[src/rtl/avg_filter_sequencer.sv]
// rtl/avg_filter_sequencer.sv - sample sequencer for an enable-gated 3-stage averaging filter
module avg_filter_sequencer #(
  parameter int DATA_WIDTH = 24,
  parameter int PIPE_DEPTH = 3,
  parameter int FLUSH_LEN  = 8
) (
  input  logic                  clk,
  input  logic                  reset_n,
  input  logic                  sample_valid,
  input  logic [DATA_WIDTH-1:0] sample_in,
  input  logic                  bypass,
  input  logic                  flush_req,
  output logic                  filt_enable,
  output logic [DATA_WIDTH-1:0] filt_signal,
  input  logic [DATA_WIDTH-1:0] filt_result,
  output logic                  out_valid,
  output logic [DATA_WIDTH-1:0] out_sample,
  output logic                  busy,
  output logic                  overrun
);

  localparam int FCW = (FLUSH_LEN > 1) ? $clog2(FLUSH_LEN) : 1;
  localparam int PCW = $clog2(PIPE_DEPTH + 1);
  localparam logic [FCW-1:0] FLUSH_LAST = FCW'(FLUSH_LEN - 1);
  localparam logic [PCW-1:0] PRIME_FULL = PCW'(PIPE_DEPTH);

  typedef enum logic [2:0] {
    ST_FLUSH,
    ST_IDLE,
    ST_ISSUE,
    ST_CAPTURE,
    ST_BYPASS
  } state_t;

  state_t                r_state;
  logic [FCW-1:0]        r_flush_cnt;
  logic [PCW-1:0]        r_prime_cnt;
  logic                  r_rearm;
  logic                  r_flush_pend;
  logic [DATA_WIDTH-1:0] r_pend;
  logic                  r_pend_v;
  logic                  r_overrun;
  logic                  r_filt_enable;
  logic [DATA_WIDTH-1:0] r_filt_signal;
  logic                  r_out_valid;
  logic [DATA_WIDTH-1:0] r_out_sample;
  logic                  r_busy;

  state_t                w_state_nxt;
  logic [FCW-1:0]        w_flush_cnt_nxt;
  logic [PCW-1:0]        w_prime_cnt_nxt;
  logic                  w_rearm_nxt;
  logic                  w_flush_pend_nxt;
  logic                  w_filt_enable_nxt;
  logic [DATA_WIDTH-1:0] w_filt_signal_nxt;
  logic                  w_out_valid_nxt;
  logic [DATA_WIDTH-1:0] w_out_sample_nxt;
  logic                  w_busy_nxt;
  logic                  w_consume;

  // Next state and next registered outputs; each state's action lands on the following cycle
  always_comb begin
    w_state_nxt       = r_state;
    w_flush_cnt_nxt   = r_flush_cnt;
    w_prime_cnt_nxt   = r_prime_cnt;
    w_rearm_nxt       = r_rearm;
    w_flush_pend_nxt  = r_flush_pend | flush_req;
    w_filt_enable_nxt = 1'b0;
    w_filt_signal_nxt = '0;
    w_out_valid_nxt   = 1'b0;
    w_out_sample_nxt  = r_out_sample;
    w_busy_nxt        = 1'b0;
    w_consume         = 1'b0;
    case (r_state)
      ST_FLUSH: begin
        w_filt_enable_nxt = 1'b1;
        w_busy_nxt        = 1'b1;
        w_rearm_nxt       = 1'b0;
        w_flush_pend_nxt  = 1'b0;
        if (flush_req) begin
          w_flush_cnt_nxt = '0;
        end else if (r_flush_cnt == FLUSH_LAST) begin
          w_flush_cnt_nxt = '0;
          w_prime_cnt_nxt = '0;
          w_state_nxt     = ST_IDLE;
        end else begin
          w_flush_cnt_nxt = r_flush_cnt + FCW'(1);
        end
      end
      ST_IDLE: begin
        if (flush_req || r_flush_pend) begin
          w_flush_cnt_nxt  = '0;
          w_flush_pend_nxt = 1'b0;
          w_state_nxt      = ST_FLUSH;
        end else if (r_pend_v && bypass) begin
          w_state_nxt = ST_BYPASS;
        end else if (r_pend_v && r_rearm) begin
          // filter history is stale after bypass; refill with zeros before issuing
          w_flush_cnt_nxt = '0;
          w_state_nxt     = ST_FLUSH;
        end else if (r_pend_v) begin
          w_state_nxt = ST_ISSUE;
        end
      end
      ST_ISSUE: begin
        w_filt_enable_nxt = 1'b1;
        w_filt_signal_nxt = r_pend;
        w_consume         = 1'b1;
        if (r_prime_cnt != PRIME_FULL) begin
          w_prime_cnt_nxt = r_prime_cnt + PCW'(1);
        end
        w_state_nxt = ST_CAPTURE;
      end
      ST_CAPTURE: begin
        if (r_prime_cnt == PRIME_FULL) begin
          w_out_sample_nxt = filt_result;
          w_out_valid_nxt  = 1'b1;
        end
        w_state_nxt = ST_IDLE;
      end
      ST_BYPASS: begin
        w_out_sample_nxt = r_pend;
        w_out_valid_nxt  = 1'b1;
        w_consume        = 1'b1;
        w_rearm_nxt      = 1'b1;
        w_state_nxt      = ST_IDLE;
      end
      default: begin
        w_flush_cnt_nxt = '0;
        w_state_nxt     = ST_FLUSH;
      end
    endcase
  end

  // FSM state, counters and registered outputs
  always_ff @(posedge clk or negedge reset_n) begin
    if (!reset_n) begin
      r_state       <= ST_FLUSH;
      r_flush_cnt   <= '0;
      r_prime_cnt   <= '0;
      r_rearm       <= 1'b0;
      r_flush_pend  <= 1'b0;
      r_filt_enable <= 1'b0;
      r_filt_signal <= '0;
      r_out_valid   <= 1'b0;
      r_out_sample  <= '0;
      r_busy        <= 1'b0;
    end else begin
      r_state       <= w_state_nxt;
      r_flush_cnt   <= w_flush_cnt_nxt;
      r_prime_cnt   <= w_prime_cnt_nxt;
      r_rearm       <= w_rearm_nxt;
      r_flush_pend  <= w_flush_pend_nxt;
      r_filt_enable <= w_filt_enable_nxt;
      r_filt_signal <= w_filt_signal_nxt;
      r_out_valid   <= w_out_valid_nxt;
      r_out_sample  <= w_out_sample_nxt;
      r_busy        <= w_busy_nxt;
    end
  end

  // One-deep pending sample; a strobe into an unconsumed slot is dropped and flagged
  always_ff @(posedge clk or negedge reset_n) begin
    if (!reset_n) begin
      r_pend    <= '0;
      r_pend_v  <= 1'b0;
      r_overrun <= 1'b0;
    end else if (sample_valid) begin
      if (r_pend_v && !w_consume) begin
        r_overrun <= 1'b1;
      end else begin
        r_pend   <= sample_in;
        r_pend_v <= 1'b1;
      end
    end else if (w_consume) begin
      r_pend_v <= 1'b0;
    end
  end

  assign filt_enable = r_filt_enable;
  assign filt_signal = r_filt_signal;
  assign out_valid   = r_out_valid;
  assign out_sample  = r_out_sample;
  assign busy        = r_busy;
  assign overrun     = r_overrun;

endmodule
[config.mk]
export PLATFORM = sky130hd
export DESIGN_NAME = avg_filter_sequencer
export DESIGN_NICKNAME = d
export VERILOG_FILES = /design/src/rtl/avg_filter_sequencer.sv
export SDC_FILE = /design/constraint.sdc
export NUM_CORES = 1
export LEC_CHECK = 0
export ABC_AREA = 0
export CAP_MARGIN = 20
export CELL_PAD_IN_SITES_DETAIL_PLACEMENT = 1
export CELL_PAD_IN_SITES_GLOBAL_PLACEMENT = 2
export CORE_ASPECT_RATIO = 0.7
export CORE_UTILIZATION = 33
export CTS_CLUSTER_SIZE = 25
export DETAILED_ROUTE_END_ITERATION = 7
export PLACE_DENSITY_LB_ADDON = 0.1
export SLEW_MARGIN = 40
export SYNTH_ARGS = -nofsm -noshare
export SYNTH_HDL_FRONTEND = slang
export SYNTH_SLANG_ARGS = --single-unit
[constraint.sdc]
create_clock -name clk -period 4.4 [get_ports clk]
set_input_delay 1.1 -clock clk [delete_from_list [all_inputs] [get_ports clk]]
set_output_delay 1.1 -clock clk [all_outputs]
set_load 0.01 [all_outputs]
==> run summary <==
The run finished with clean final reports. After synthesis, the most frequently instantiated cells are 87 x dfrtp_1, 49 x nand2_1, 29 x mux2_2. The tools report the kind of launch point of the worst setup path as a primary input. Reg-to-reg critical path endpoint: out_sample[23]. Tracing the worst setup path back leads to its startpoint at flush_req.

In this run the worst path has a maximum fanout of 6. The total CTS buffers was 9. The worst clock skew is 0.00293 ns. The first global-routing pass estimated 15900 µm of wire.

The detail route stage leaves a number of antenna-violating nets equal to 0. Data on the critical path is required at its endpoint by 4.62 ns. In the routed layout, each cell is associated on average with a via count of 4.79. The number of synthesized register bits works out to 87. Post-CTS repair changed the size of 0 cells.

The setup path with the least slack is of type in -> reg. The number of hold buffers added after CTS was 0. In the final routed layout, each cell accounts on average for 17.7 µm.

In this run, synthesis inferred 0 flip-flops with an integrated enable. The die area is 11800 µm², and the number of DRC violations after detailed routing is 0. The tools report the boundary pin count as 105. In the final layout, the multi-input gates occupy 1470 µm². In this run the cell area of the synthesized design comes to 3750 µm².

The tools report the number of standard-cell rows in the floorplan as 32. In this run the worst setup path terminates at r_state[1]. Initial core utilization: 33.9%.

The portion of the post-synthesis area used by sequential elements is 58.1%, and the power density normalized to cell area is 549 nW/µm². The synthesized area per cell is 12.5 µm². For this block, the initial DRC count from the detailed router was 96. The tools report the global placer's final weighted congestion as 0.701. Wires add up to 9780 µm. Compared with the post-synthesis result, the final layout area differs by 38.7%. Sorting the synthesized cells by area gives the leading types as dfrtp_1 58%, mux2_2 8.7%, mux2_4 7.6%. For the clock net sink count, the log shows 87.

Final setup violation count: 0. After routing the design area is 5200 µm². Cells with a size suffix above 1 make up 18.5% of the layout.

The worst path in the final design needs a cycle of 2.39 ns, including I/O delays and setup. Setup repair after global routing left no endpoint under its margin. In this run the horizontal extent of the chip is 129 µm. The worst setup path is captured at a flop. The tools report the area taken by flip-flops and latches as 2180 µm². For this run, the number of Yosys warnings is 0. The estimated wirelength of the detail-placed design came out at 6290 µm. The setup check on the worst reg-to-reg path leaves a slack of 2.10 ns. The worst register-to-register path begins at r_state[2].

The fraction of post-synthesis cell area in the top cell type by area is 58.1%, and the initial antenna violation count is 0. The number of global-route vias before repair came out at 2835. Leading register cell type out of synthesis: dfrtp_1.

The tools report the cell chosen for the clock root as clkbuf_16. Fill cells in the final layout number 1190. The hold path depth is 1, and the clock latency on the worst-skew pair is 0.34 ns.

The analysis attributes to cell leakage a power of 2.29 nW. After layout, the worst path uses 54.4% of the clock period. Number of max-slew violations in the final report: 0. Once the clock tree was built, the setup fixing pass inserted 0 buffers. The logs give 2 for the number of buffers on the longest clock path and 72 for the largest net degree at the start of global routing. Timing would allow up to 418 MHz. STA puts the critical path data arrival time at 2.61 ns.

The number of antenna diodes in the final layout is 0. When the netlist entered floorplanning its net count stood at 355. In the synthesized netlist the async set-or-reset flop fraction comes to 100%. At the end of the flow, the number of nets in the layout was 452. The worst min-delay path category is reg -> reg.

The most numerous cell in the Yosys netlist was dfrtp_1. For this run the aggregate overflow at the end of global routing stands at 0. The total iterations of the first detailed-routing run was 4; the final hold violation count was 0. Synthesis produced 299 cells. The count of port buffers added during placement was 104. TritonCTS built the clock tree. The run gives 0 ns as the total negative setup slack.

The count of cells along the worst register-to-register path is 4. For the cell area after placement, the log shows 4920 µm². After clock tree synthesis, the clock-pin slew on the worst setup and hold paths is 0.06 ns. Max-cap violation count: 0.

Global routing used 18.1% of the available tracks across all layers. In this run the tightest slew margin relative to its limit is 56.1%. From bottom edge to top edge, the die measures 91.2 µm.

The synthesized design spends more area on one cell type than any other, namely dfrtp_1. Maximum level of the CTS H-tree: 3. The placeable core area was 11100 µm²; the worst-margin pin slew was 0.659 ns.

The tools report the count of different cell masters after synthesis as 35. VDD sags by at most 0.000228 V. The routed via count was 2647.
## worst max-delay path, stage by stage
cell and delay, ns:
clkdlybuf4s50_1 0.51, or4b_1 0.55, or3_1 0.33, o2111a_1 0.12
## metrics by stage
| stage | total power [mW] | utilization, % | setup WS [ns] | hold WS, ns | std cells |
|---|---|---|---|---|---|
| after floorplan | 1.69 | - | 2.27 | 0.470 | 299 |
| after global placement | 2.10 | 44.2 | 1.51 | 0.492 | 536 |
| after detailed placement | 2.13 | 44.5 | 1.66 | 0.498 | 538 |
| after CTS | 2.90 | 47.0 | 2.00 | 0.510 | 553 |
| after global routing | 3.03 | 47.0 | 1.93 | 0.525 | 553 |
| final | 2.85 | 47.0 | 2.01 | 0.506 | 553 |
## registers in the layout, indices dropped and copies added, names as in the netlist
name / count
filt_signal: 24
out_sample: 24
r_pend: 24
r_flush_cnt: 3
r_state: 3
r_prime_cnt: 2
busy: 1
filt_enable: 1
out_valid: 1
overrun: 1
r_flush_pend: 1
r_pend_v: 1
r_rearm: 1
## kinds of logic after synthesis
group                      after synthesis  share of synthesized area (%)
AOI/OAI and AO/OA                       43                           8.05
xor gates and xnor gates                 1                          0.234
adders and majority gates                3                           1.00
buffers and inverters                   23                           3.47
DFF                                     87                           58.1
muxes                                   48                           16.3
and+or+nand+nor                         94                           12.8
## per-layer routing
metal  routed length [µm]  track usage [%]  vias up
met5                    0                0        -
met1                 4840             25.8     1331
li1                     -                -     1231
met2                 4090             25.4       77
met3                  739             6.78        8
met4                  110             5.00        0
## cell usage in the layout, fill, tap and decap left out, types with 2 or more instances in the layout
cell type and instances:
clkdlybuf4s50_1 103, dfrtp_1 87, nand2_1 49, mux2_2 29
and2_1 24, o22ai_1 24, mux2_4 19, clkbuf_16 9
a22o_1 6, buf_4 4, nor2b_1 3, nor4_1 3
o21ai_0 3, ha_1 3, nor3b_4 2, nor3_1 2
nor2_1 2, a21o_1 2, clkinv_2 2, clkbuf_1 2
buf_6 2
## report_power, final
group,total [mW],internal (mW),switching [mW]
logic,0.870,0.536,0.333
registers,1.24,1.05,0.193
clock network,0.743,0.435,0.308
total,2.85,2.02,0.834
## how the worst min path moves through the flow
stage	from	end
final	r_pend[4]	filt_signal[4]
after floorplan	r_flush_cnt[1]	r_flush_cnt[1]
after detailed placement	r_pend[4]	filt_signal[4]
after global routing	out_sample[0]	out_sample[0]
after CTS	r_pend[11]	filt_signal[11]
after global placement	r_flush_cnt[2]	r_flush_cnt[2]
## cell type report
class | count | share of cell area, %
flip-flops and latches | 87 | 41.9
multi-input cells | 189 | 28.2
repair buffers | 109 | 20.8
clock buffers | 11 | 4.48
well taps | 153 | 3.68
clock inverters | 4 | 0.915
No activity file was read; power rests on OpenSTA's default activity.
==> variant (config.mk and constraints unchanged) <==
Reset style: synchronous (`reset_n`), changed in 2 clocked blocks.
--- a/src/rtl/avg_filter_sequencer.sv
+++ b/src/rtl/avg_filter_sequencer.sv
@@ -135,3 +135,3 @@
   // FSM state, counters and registered outputs
-  always_ff @(posedge clk or negedge reset_n) begin
+  always_ff @(posedge clk) begin
     if (!reset_n) begin
@@ -162,3 +162,3 @@
   // One-deep pending sample; a strobe into an unconsumed slot is dropped and flagged
-  always_ff @(posedge clk or negedge reset_n) begin
+  always_ff @(posedge clk) begin
     if (!reset_n) begin
Function: differs if reset_n is asserted again (counterexample within 4 cycles, from zero or initial values and one cycle with reset_n low); with reset_n held inactive, the same outputs for 10 cycles.
==> variant against the original RTL <==
  * Sequential cell count stayed put
  * Synthesized area is 4.1% lower
  * First-iteration DRC count grew 53%
  * Critical path depth grew 1
  * Via count is 12% higher
  * Synthesized cell count up 25%
  * Setup slack gained 0.017 ns
  * Register-to-register slack improved by 0.28 ns
  * Routed wire length grew 1.3%
  * Final area down 4.0%
Power is not compared: it rests on default switching activity, and its combinational part moved more than twofold at a synthesized area within 25%.
==> variant: results (changes against the original RTL) <==
Synth
  – Largest cells by area after synthesis: dfxtp_1, nand2_1, mux2i_1
  – Synthesized net count: 430 (+21%)
  – Seq/Total Area, Yosys: 0.485 (-0.0965)
  – Synth cell types: 38 (+8.6%)
  – Warning count from the yosys run: 0 (unchanged)
  – Top_reg_cell synth: dfxtp_1
  – Post-Synthesis Cells: 374 (+25%)
  – Multiplexer area fraction after synthesis: 0.0724 (-0.0909)
  – Synth top cells by count: nand2_1, dfxtp_1, and2_1
  – Async set or reset register ratio after synthesis: 0 (-1.00)
  – Synth Area in XOR/XNOR: 0.00244 (+0.0000992)
  – Compound-gate portion of the synthesized area: 0.169 (+0.0883)
  – Post-synthesis adder-cell area fraction: 0.0104 (+0.000425)

Global routing
  – Pin count of the biggest net entering global routing: 52 (-28%)
  – GRT Util Overall: 0.186 (+0.00545)
  – Grt met2 use: 0.301 (+0.0473)
  – Grt met3 use: 0.0569 (-0.0109)
  – Global-route wire length before repair: 16.0 mm (+0.57%)
  – Vias in the first global route: 3,019 (+6.5%)
  – GR Util met1: 0.243 (-0.0150)

Min path
  – Worst hold path class: reg -> reg

Timing
  – Slew headroom: 0.554 (-0.00704)
  – Period utilization: 0.540 (-0.00375)
  – Post-Route Skew: 0.00799 ns (+0.00506 ns)
  – Hold Slack: 0.472 ns (-0.0337 ns)

Place
  – Place WS: 1.67 ns (+0.0129 ns)
  – GPL Wtd Cong: 0.741 (+5.8%)
  – Post-Place Cells: 586 (+8.9%)
  – Placed cell area: 0.00471 sq mm (-4.3%)
  – Dpl hpwl: 6.64 mm (+5.6%)
  – Port buffer count: 104 (unchanged)

Layout
  – Fraction of layout cells with a size suffix above 1: 0.113 (-0.0722)
  – Fill count: 1,192 (+0.17%)
  – Final layout net count: 521 (+15%)
  – Post-route insts no fill: 602 (+8.9%)

Route
  – Metal2 WL: 4.39 mm (+7.2%)
  – Routed wire length: 9.90 mm (+1.3%)
  – Drt via density: 4.92 (+2.7%)
  – WL met1: 4.92 mm (+1.7%)
  – DR iter-0 viols: 147 (+53%)

Worst setup path
  – Crit path max fanout: 51 (+45)
  – Slowest cell on crit path: buf_4
  – Worst reg2reg setup slack: 2.38 ns (+0.28 ns)
  – Family with the most delay on the worst path: buffers and inverters
  – WP data arrival: 2.66 ns (+0.05 ns)

CTS
  – Clk Latency, worst-skew pair: 0.34 ns (about the same)
  – Setup Fix Bufs, Post-CTS: 0 (unchanged)

Run status
  – Outcome: finished, final reports clean
## variant: cell types whose count changed in the layout (fill, tap and decap cells not counted), moves of 19 or more
cell	delta
dfrtp_1	-87
mux2_4	-19
dfxtp_1	+87
a31oi_2	+20
mux2_2	-29
o31ai_1	+23
o22ai_1	-24
nand2_1	+53
mux2i_1	+26
## variant: final cells by class
| class | count | area, sq um | area share |
|---|---|---|---|
| Sequential cell | 87 | 1740 | 0.349 |
| Multi-Input combinational cell | 252 | 1660 | 0.333 |
| Timing Repair Buffer | 112 | 1130 | 0.226 |
| Clock buffer | 10 | 239 | 0.0479 |
| Tap cell | 132 | 165 | 0.0331 |
| Clock inverter | 6 | 46.3 | 0.00928 |
| Inverter | 3 | 11.3 | 0.00226 |
## variant: report_power, final
| part | internal [mW] | total, mW | switching, mW |
|---|---|---|---|
| Clock | 0.400 | 0.721 | 0.322 |
| Combinational | 0.0702 | 0.119 | 0.0486 |
| Sequential | 0.805 | 0.817 | 0.0127 |
## variant: worst paths after layout
check                                                  from                           to  cells past startpoint
worst max register to register      r_state[2]$_SDFFE_PN0P_  out_sample[13]$_SDFFE_PN0P_                      5
worst min-delay path            r_prime_cnt[1]$_SDFFE_PN0P_  r_prime_cnt[1]$_SDFFE_PN0P_                      2
worst max-delay path                                reset_n  r_flush_cnt[2]$_SDFFE_PN0P_                      5
worst min register to register  r_prime_cnt[1]$_SDFFE_PN0P_  r_prime_cnt[1]$_SDFFE_PN0P_                      2
## variant: cells by family after synthesis
logic type               count (synthesis)
flip-flops                              87
XOR/XNOR                                 1
adder cells (fa/ha/maj)                  3
multiplexers                            26
AO/OA/AOI/OAI                           67
AND/OR/NAND/NOR                        155
buffers and inverters                   35
